File: src/rtl/vliw_pkg.sv
// Shared definitions for the VLIW front end: NOP encoding, bundle geometry and
// the queued bundle record.
package vliw_pkg;

    localparam logic [31:0] NOP_INST     = 32'h0000_0013;  // addi x0,x0,0
    localparam int          DEF_SLOTS    = 4;
    localparam logic [31:0] BUNDLE_BYTES = 32'(DEF_SLOTS * 4);

    typedef struct packed {
        logic [31:0]                  pc;
        logic [DEF_SLOTS-1:0][31:0]   inst;
    } bundle_t;

    // Clears the byte offset within a bundle of the given slot count.
    function automatic logic [31:0] align_bundle(input logic [31:0] addr, input int slots);
        return addr & ~(32'(slots * 4) - 32'd1);
    endfunction

endpackage

File: src/rtl/fetch_fifo.sv
// In-order circular queue of fetched bundles with a combinational head and a
// single-cycle flush that empties it.
module fetch_fifo
    import vliw_pkg::*;
#(
    parameter int  DEPTH   = 4,
    parameter type entry_t = bundle_t
) (
    input  logic                       clk,
    input  logic                       rst,
    input  logic                       push,
    input  entry_t                     push_data,
    input  logic                       pop,
    input  logic                       flush,
    output entry_t                     head,
    output logic [$clog2(DEPTH+1)-1:0] count,
    output logic                       empty,
    output logic                       full
);

    localparam int CW = $clog2(DEPTH + 1);
    localparam int PW = (DEPTH > 1) ? $clog2(DEPTH) : 1;

    entry_t          mem [DEPTH];
    logic [PW-1:0]   wr_ptr_reg;
    logic [PW-1:0]   rd_ptr_reg;
    logic [CW-1:0]   count_reg;
    logic            push_ok;
    logic            pop_ok;

    // Pointers wrap explicitly so non-power-of-two depths stay correct.
    function automatic logic [PW-1:0] ptr_inc(input logic [PW-1:0] p);
        return (p == PW'(DEPTH - 1)) ? '0 : p + 1'b1;
    endfunction

    assign empty   = (count_reg == '0);
    assign full    = (count_reg == CW'(DEPTH));
    assign count   = count_reg;
    assign head    = mem[rd_ptr_reg];
    assign push_ok = push & ~full & ~flush;
    assign pop_ok  = pop & ~empty & ~flush;

    always_ff @(posedge clk or negedge rst) begin
        if (!rst) begin
            wr_ptr_reg <= '0;
            rd_ptr_reg <= '0;
            count_reg  <= '0;
        end else if (flush) begin
            wr_ptr_reg <= '0;
            rd_ptr_reg <= '0;
            count_reg  <= '0;
        end else begin
            if (push_ok) wr_ptr_reg <= ptr_inc(wr_ptr_reg);
            if (pop_ok)  rd_ptr_reg <= ptr_inc(rd_ptr_reg);
            count_reg <= count_reg + CW'(push_ok) - CW'(pop_ok);
        end
    end

    always_ff @(posedge clk) begin
        if (push_ok) mem[wr_ptr_reg] <= push_data;
    end

endmodule

File: src/rtl/vliw_fetch_buffer.sv
// Fetch PC generation, credit-limited bundle requests, in-order response
// queueing and per-slot presentation, with redirect flush of stale fetches.
module vliw_fetch_buffer
    import vliw_pkg::*;
#(
    parameter int          NUM_SLOTS = DEF_SLOTS,
    parameter int          DEPTH     = 4,
    parameter logic [31:0] RESET_PC  = 32'h0
) (
    input  logic                   clk,
    input  logic                   rst,
    output logic                   imem_req_valid,
    input  logic                   imem_req_ready,
    output logic [31:0]            imem_req_addr,
    input  logic                   imem_resp_valid,
    input  logic [NUM_SLOTS*32-1:0] imem_resp_data,
    input  logic                   stall,
    input  logic                   redirect_valid,
    input  logic [31:0]            redirect_pc,
    output logic                   bundle_valid,
    output logic [NUM_SLOTS*32-1:0] slot_inst,
    output logic [31:0]            bundle_pc
);

    localparam int          CW   = $clog2(DEPTH + 1);
    localparam logic [31:0] STEP = 32'(NUM_SLOTS * 4);

    typedef struct packed {
        logic [31:0]                pc;
        logic [NUM_SLOTS-1:0][31:0] inst;
    } entry_t;

    logic [31:0]   fetch_pc_reg;
    logic [31:0]   resp_pc_reg;
    logic [31:0]   last_pc_reg;
    logic [CW-1:0] outstanding_reg;
    logic [CW-1:0] outstanding_next;
    logic [CW-1:0] drop_cnt_reg;
    logic [CW-1:0] fifo_count;
    logic [CW:0]   in_use;
    logic          fifo_empty;
    logic          fifo_full;
    logic          req_fire;
    logic          resp_drop;
    logic          push;
    logic          pop;
    logic [31:0]   target_pc;
    entry_t        head;
    entry_t        push_entry;

    // Queued plus in-flight bundles never exceed DEPTH, so a response always has room.
    assign in_use           = {1'b0, outstanding_reg} + {1'b0, fifo_count};
    assign imem_req_valid   = rst & ~redirect_valid & (in_use < (CW+1)'(DEPTH));
    assign imem_req_addr    = fetch_pc_reg;
    assign req_fire         = imem_req_valid & imem_req_ready;
    assign outstanding_next = outstanding_reg + CW'(req_fire) - CW'(imem_resp_valid);

    assign resp_drop  = imem_resp_valid & (drop_cnt_reg != '0);
    assign push       = imem_resp_valid & ~resp_drop & ~redirect_valid & ~fifo_full;
    assign pop        = ~stall & ~fifo_empty & ~redirect_valid;
    assign push_entry = '{pc: resp_pc_reg, inst: imem_resp_data};
    assign target_pc  = align_bundle(redirect_pc, NUM_SLOTS);

    fetch_fifo #(
        .DEPTH   (DEPTH),
        .entry_t (entry_t)
    ) u_fifo (
        .clk       (clk),
        .rst       (rst),
        .push      (push),
        .push_data (push_entry),
        .pop       (pop),
        .flush     (redirect_valid),
        .head      (head),
        .count     (fifo_count),
        .empty     (fifo_empty),
        .full      (fifo_full)
    );

    always_ff @(posedge clk or negedge rst) begin
        if (!rst) begin
            fetch_pc_reg    <= RESET_PC;
            resp_pc_reg     <= RESET_PC;
            last_pc_reg     <= '0;
            outstanding_reg <= '0;
            drop_cnt_reg    <= '0;
        end else begin
            outstanding_reg <= outstanding_next;
            if (!fifo_empty) last_pc_reg <= head.pc;
            if (redirect_valid) begin
                fetch_pc_reg <= target_pc;
                resp_pc_reg  <= target_pc;
                // Everything still in flight after this cycle belongs to the old path.
                drop_cnt_reg <= outstanding_next;
            end else begin
                if (req_fire)  fetch_pc_reg <= fetch_pc_reg + STEP;
                if (resp_drop) drop_cnt_reg <= drop_cnt_reg - 1'b1;
                if (push)      resp_pc_reg  <= resp_pc_reg + STEP;
            end
        end
    end

    assign bundle_valid = ~fifo_empty;
    assign bundle_pc    = fifo_empty ? last_pc_reg : head.pc;

    generate
        for (genvar gi = 0; gi < NUM_SLOTS; gi++) begin : g_slot
            assign slot_inst[gi*32 +: 32] = fifo_empty ? NOP_INST : head.inst[gi];
        end
    endgenerate

endmodule

File: config.mk
export PLATFORM = sky130hd
export DESIGN_NAME = vliw_fetch_buffer
export DESIGN_NICKNAME = d
export VERILOG_FILES = /design/src/rtl/vliw_pkg.sv /design/src/rtl/fetch_fifo.sv /design/src/rtl/vliw_fetch_buffer.sv
export SDC_FILE = /design/constraint.sdc
export NUM_CORES = 1
export LEC_CHECK = 0
export CORE_MARGIN = 1
export CORE_UTILIZATION = 25
export CTS_CLUSTER_DIAMETER = 40
export DETAILED_ROUTE_END_ITERATION = 10
export PLACE_DENSITY = 0.52
export SETUP_SLACK_MARGIN = 0.1
export SYNTH_ARGS = -nofsm -noshare
export SYNTH_HDL_FRONTEND = slang
export SYNTH_SLANG_ARGS = --single-unit
File: constraint.sdc
create_clock -name clk -period 9.95 [get_ports clk]
set_input_delay 2.4875 -clock clk [delete_from_list [all_inputs] [get_ports clk]]
set_output_delay 2.4875 -clock clk [all_outputs]
set_load 0.01 [all_outputs]
==> metrics <==
status completed; vias in the first global route 17000; Worst Reg-to-Reg Cells 8; Unique masters post-synth 56; layout cell share with drive strength beyond 1 0.199; Syn-to-layout area delta 32.3%; Final Slew Violations 0; via count of the routed design 15700; Post-DRT Antenna Nets 0; P_sw about 0.0029 W; largest net degree at the start of global routing roughly 110; worst hold path depth 2; synthesized area per cell approximately 18 µm²; # DRC 0; CTS tree yes; DR pass1 iterations 5; fraction of registers with async set/reset 0.139; Vias/cell 4.43; CP max stage delay ~0.60 ns; unrepaired setup endpoints after global routing false; dominant synthesized flop cell edfxtp_1; Hold EP last_pc_reg[4]; Layout Skew approximately 0.026 ns; post-synthesis sequential area ratio 0.745; worst skew pair latency 0.69 ns; Worst EP required ~7.5 ns; cts bufs inserted between 100 and 150; Syn Std Cell Area 0.0285 mm²; PortBufs about 350; nets@finish about 2100; # fillers approximately 11000; Setup crit end kind output port; Max-slew headroom 0.0673; PostCTS Resize Cnt 0; GPL Wtd Cong around 0.77; CP max FO 56; Core Util, Final 0.335; Largest register FFs between 600 and 700; Crit path arrival time 4.12 ns; hold_buf cts 0; Synth Register Bits 725; CTS Root Cell clkbuf_16; Die Wd 340 µm; setup bufs post-CTS 0; total grt overflow 0; First DRT Iteration DRCs about 1100; Clk network pwr share 0.393; drt total wl between 70 and 80 mm; Max Root-Sink Buffers 3; die height around 340 µm; fmax ~150 MHz; crit path kind input pin to output port; reg-to-reg critical path startpoint drop_cnt_reg[0]; clk slew on worst S/H paths roughly 0.05 ns; Leakage around 12 nW; Flop pwr share 0.359; area of the die 0.116 mm²; initial antenna violation count 6; Max Cap Viol 0; Crit-path slowest cell buf_4; Final setup viols 0; first-pass GRT wire length about 110 mm; Worst R2R End u_fifo.mem[0][138]; CP bufs+invs 2; DPL Wire Length approximately 43 mm; Core ar. approximately 0.11 mm²; Post-Syn Instances around 1500; Sw Share 0.281; TNS Setup 0 ns; IR drop worst, VDD ~0.00015 V; Tcrit/Tclk final 0.664; I/O pin count between 300 and 400; Startpoint Class input pin; final worst path period need about 6.6 ns; CP delay by family, top buffers and inverters; sequential cell area ~0.021 mm²; Multi-input gate area between 0.006 and 0.007 mm²; hold crit path type flip-flop to flip-flop; crit path launch rst; Post-synth EDFFs roughly 620; All-Layer GR Usage 0.124; Int Power 0.00733 W; Wirelength per Cell between 20 and 25 µm; worst hold start last_pc_reg[4]; reg2reg setup slack around 5.9 ns; Final Hold Fails 0; # rows about 120; Sink Count about 730; Comb power frac 0.248; Worst-Margin Slew 1.39 ns; H-tree Lvls 3; Initial Util 0.253; Synth warnings 0; pwr/cell area ~270 mW/mm²; Cell Chain, Critical Path buf_4 > nor2b_1 > and3_1 > clkdlybuf4s50_1
## layout make-up
| class | count | area share |
|---|---|---|
| Sequential cell | 725 | 0.564 |
| Clock buffer | 124 | 0.0765 |
| Inverter | 22 | 0.00239 |
| Clock inverter | 84 | 0.0277 |
| Multi-Input combinational cell | 720 | 0.181 |
| Antenna cell | 2 | 0.000133 |
| Tap cell | 1500 | 0.0497 |
| Timing Repair Buffer | 372 | 0.0985 |
## cells in the mapped netlist, types with 19 or more instances
library cell / n / share of area
and2_1: 130 / 0.028
mux4_2: 156 / 0.12
nand2_1: 156 / 0.021
inv_1: 20 / 0.0026
dfrtp_1: 101 / 0.089
buf_2: 26 / 0.0046
o211ai_1: 20 / 0.0053
nor2_1: 26 / 0.0034
nand3_1: 37 / 0.0065
clkbuf_1: 34 / 0.0045
edfxtp_1: 624 / 0.66
o311ai_0: 19 / 0.0058
o21ai_0: 31 / 0.0054
## through the flow
stage	hold WS [ns]	cell area (µm²)	worst slack, ns	instances	total power (W)
floorplan	0.496	28500	2.44	1547	0.00498
global placement	0.456	33800	3.30	3339	0.00632
detailed placement	0.457	33800	3.30	3339	0.00634
CTS	0.470	37700	3.29	3547	0.0104
global route	0.487	37700	3.18	3547	0.0107
finish	0.464	37700	3.35	3549	0.0102
## logic make-up (layout without fill, tap and decap cells)
family | after synthesis | count (layout) | share of synthesized area
compound gates | 113 | 113 | 0.0272
xor+xnor | 11 | 11 | 0.00338
fa+ha+maj | 17 | 17 | 0.00798
buf+inv | 102 | 602 | 0.0159
flops | 725 | 725 | 0.745
mux | 158 | 158 | 0.124
other cells | 1 | 6 | 0.000131
simple gates | 417 | 417 | 0.0763
## placed cells by master, fill, tap and decap left out, drive strengths merged, types with 7 or more instances in the layout
cell / netlist / final
o311ai: 27 / 27
mux4: 156 / 156
a21oi: 8 / 8
edfxtp: 624 / 624
clkinvlp: 0 / 8
clkdlybuf4s50: 0 / 350
inv: 21 / 45
bufinv: 0 / 16
nand4: 17 / 17
a31oi: 9 / 9
nor2: 27 / 27
ha: 15 / 15
nor3: 14 / 14
o21ai: 34 / 34
dfrtp: 101 / 101
and2: 130 / 130
o211ai: 20 / 20
nand3: 39 / 39
nand2: 157 / 157
xor2: 7 / 7
clkbuf: 34 / 124
buf: 46 / 22
clkinv: 1 / 37
or2: 12 / 12
## worst max-delay path by stage
stage | endpoint | cells after the start
after floorplan | u_fifo.mem[0][0] | 6
after detailed placement | imem_req_valid | 4
after global placement | imem_req_valid | 4
after global routing | imem_req_valid | 4
final | imem_req_valid | 4
after CTS | imem_req_valid | 4
## tightest hold or removal path: stages, from the launching register on
cell and delay [ns]:
dfrtp_1 0.32, nand2_1 0.04, nand2_1 0.07
## power groups by stage
stage	Clock (W)	Sequential (W)	Combinational, W
6_report	0.00401	0.00366	0.00253
5_1_grt	0.00424	0.00369	0.00276
4_1_cts	0.00412	0.00367	0.00262
3_5_place_dp	0	0.00373	0.00261
3_3_place_gp	0	0.00372	0.00260
2_1_floorplan	0	0.00366	0.00132
## routing by layer
| layer | vias up | track usage | routed length [µm] |
|---|---|---|---|
| met5 | - | 0 | 60 |
| met4 | 10 | 0.0405 | 1630 |
| met3 | 117 | 0.0335 | 5220 |
| met2 | 554 | 0.196 | 33700 |
| met1 | 8108 | 0.164 | 31000 |
| li1 | 6942 | - | - |
Note: power is estimated with default switching activity, not from simulation.
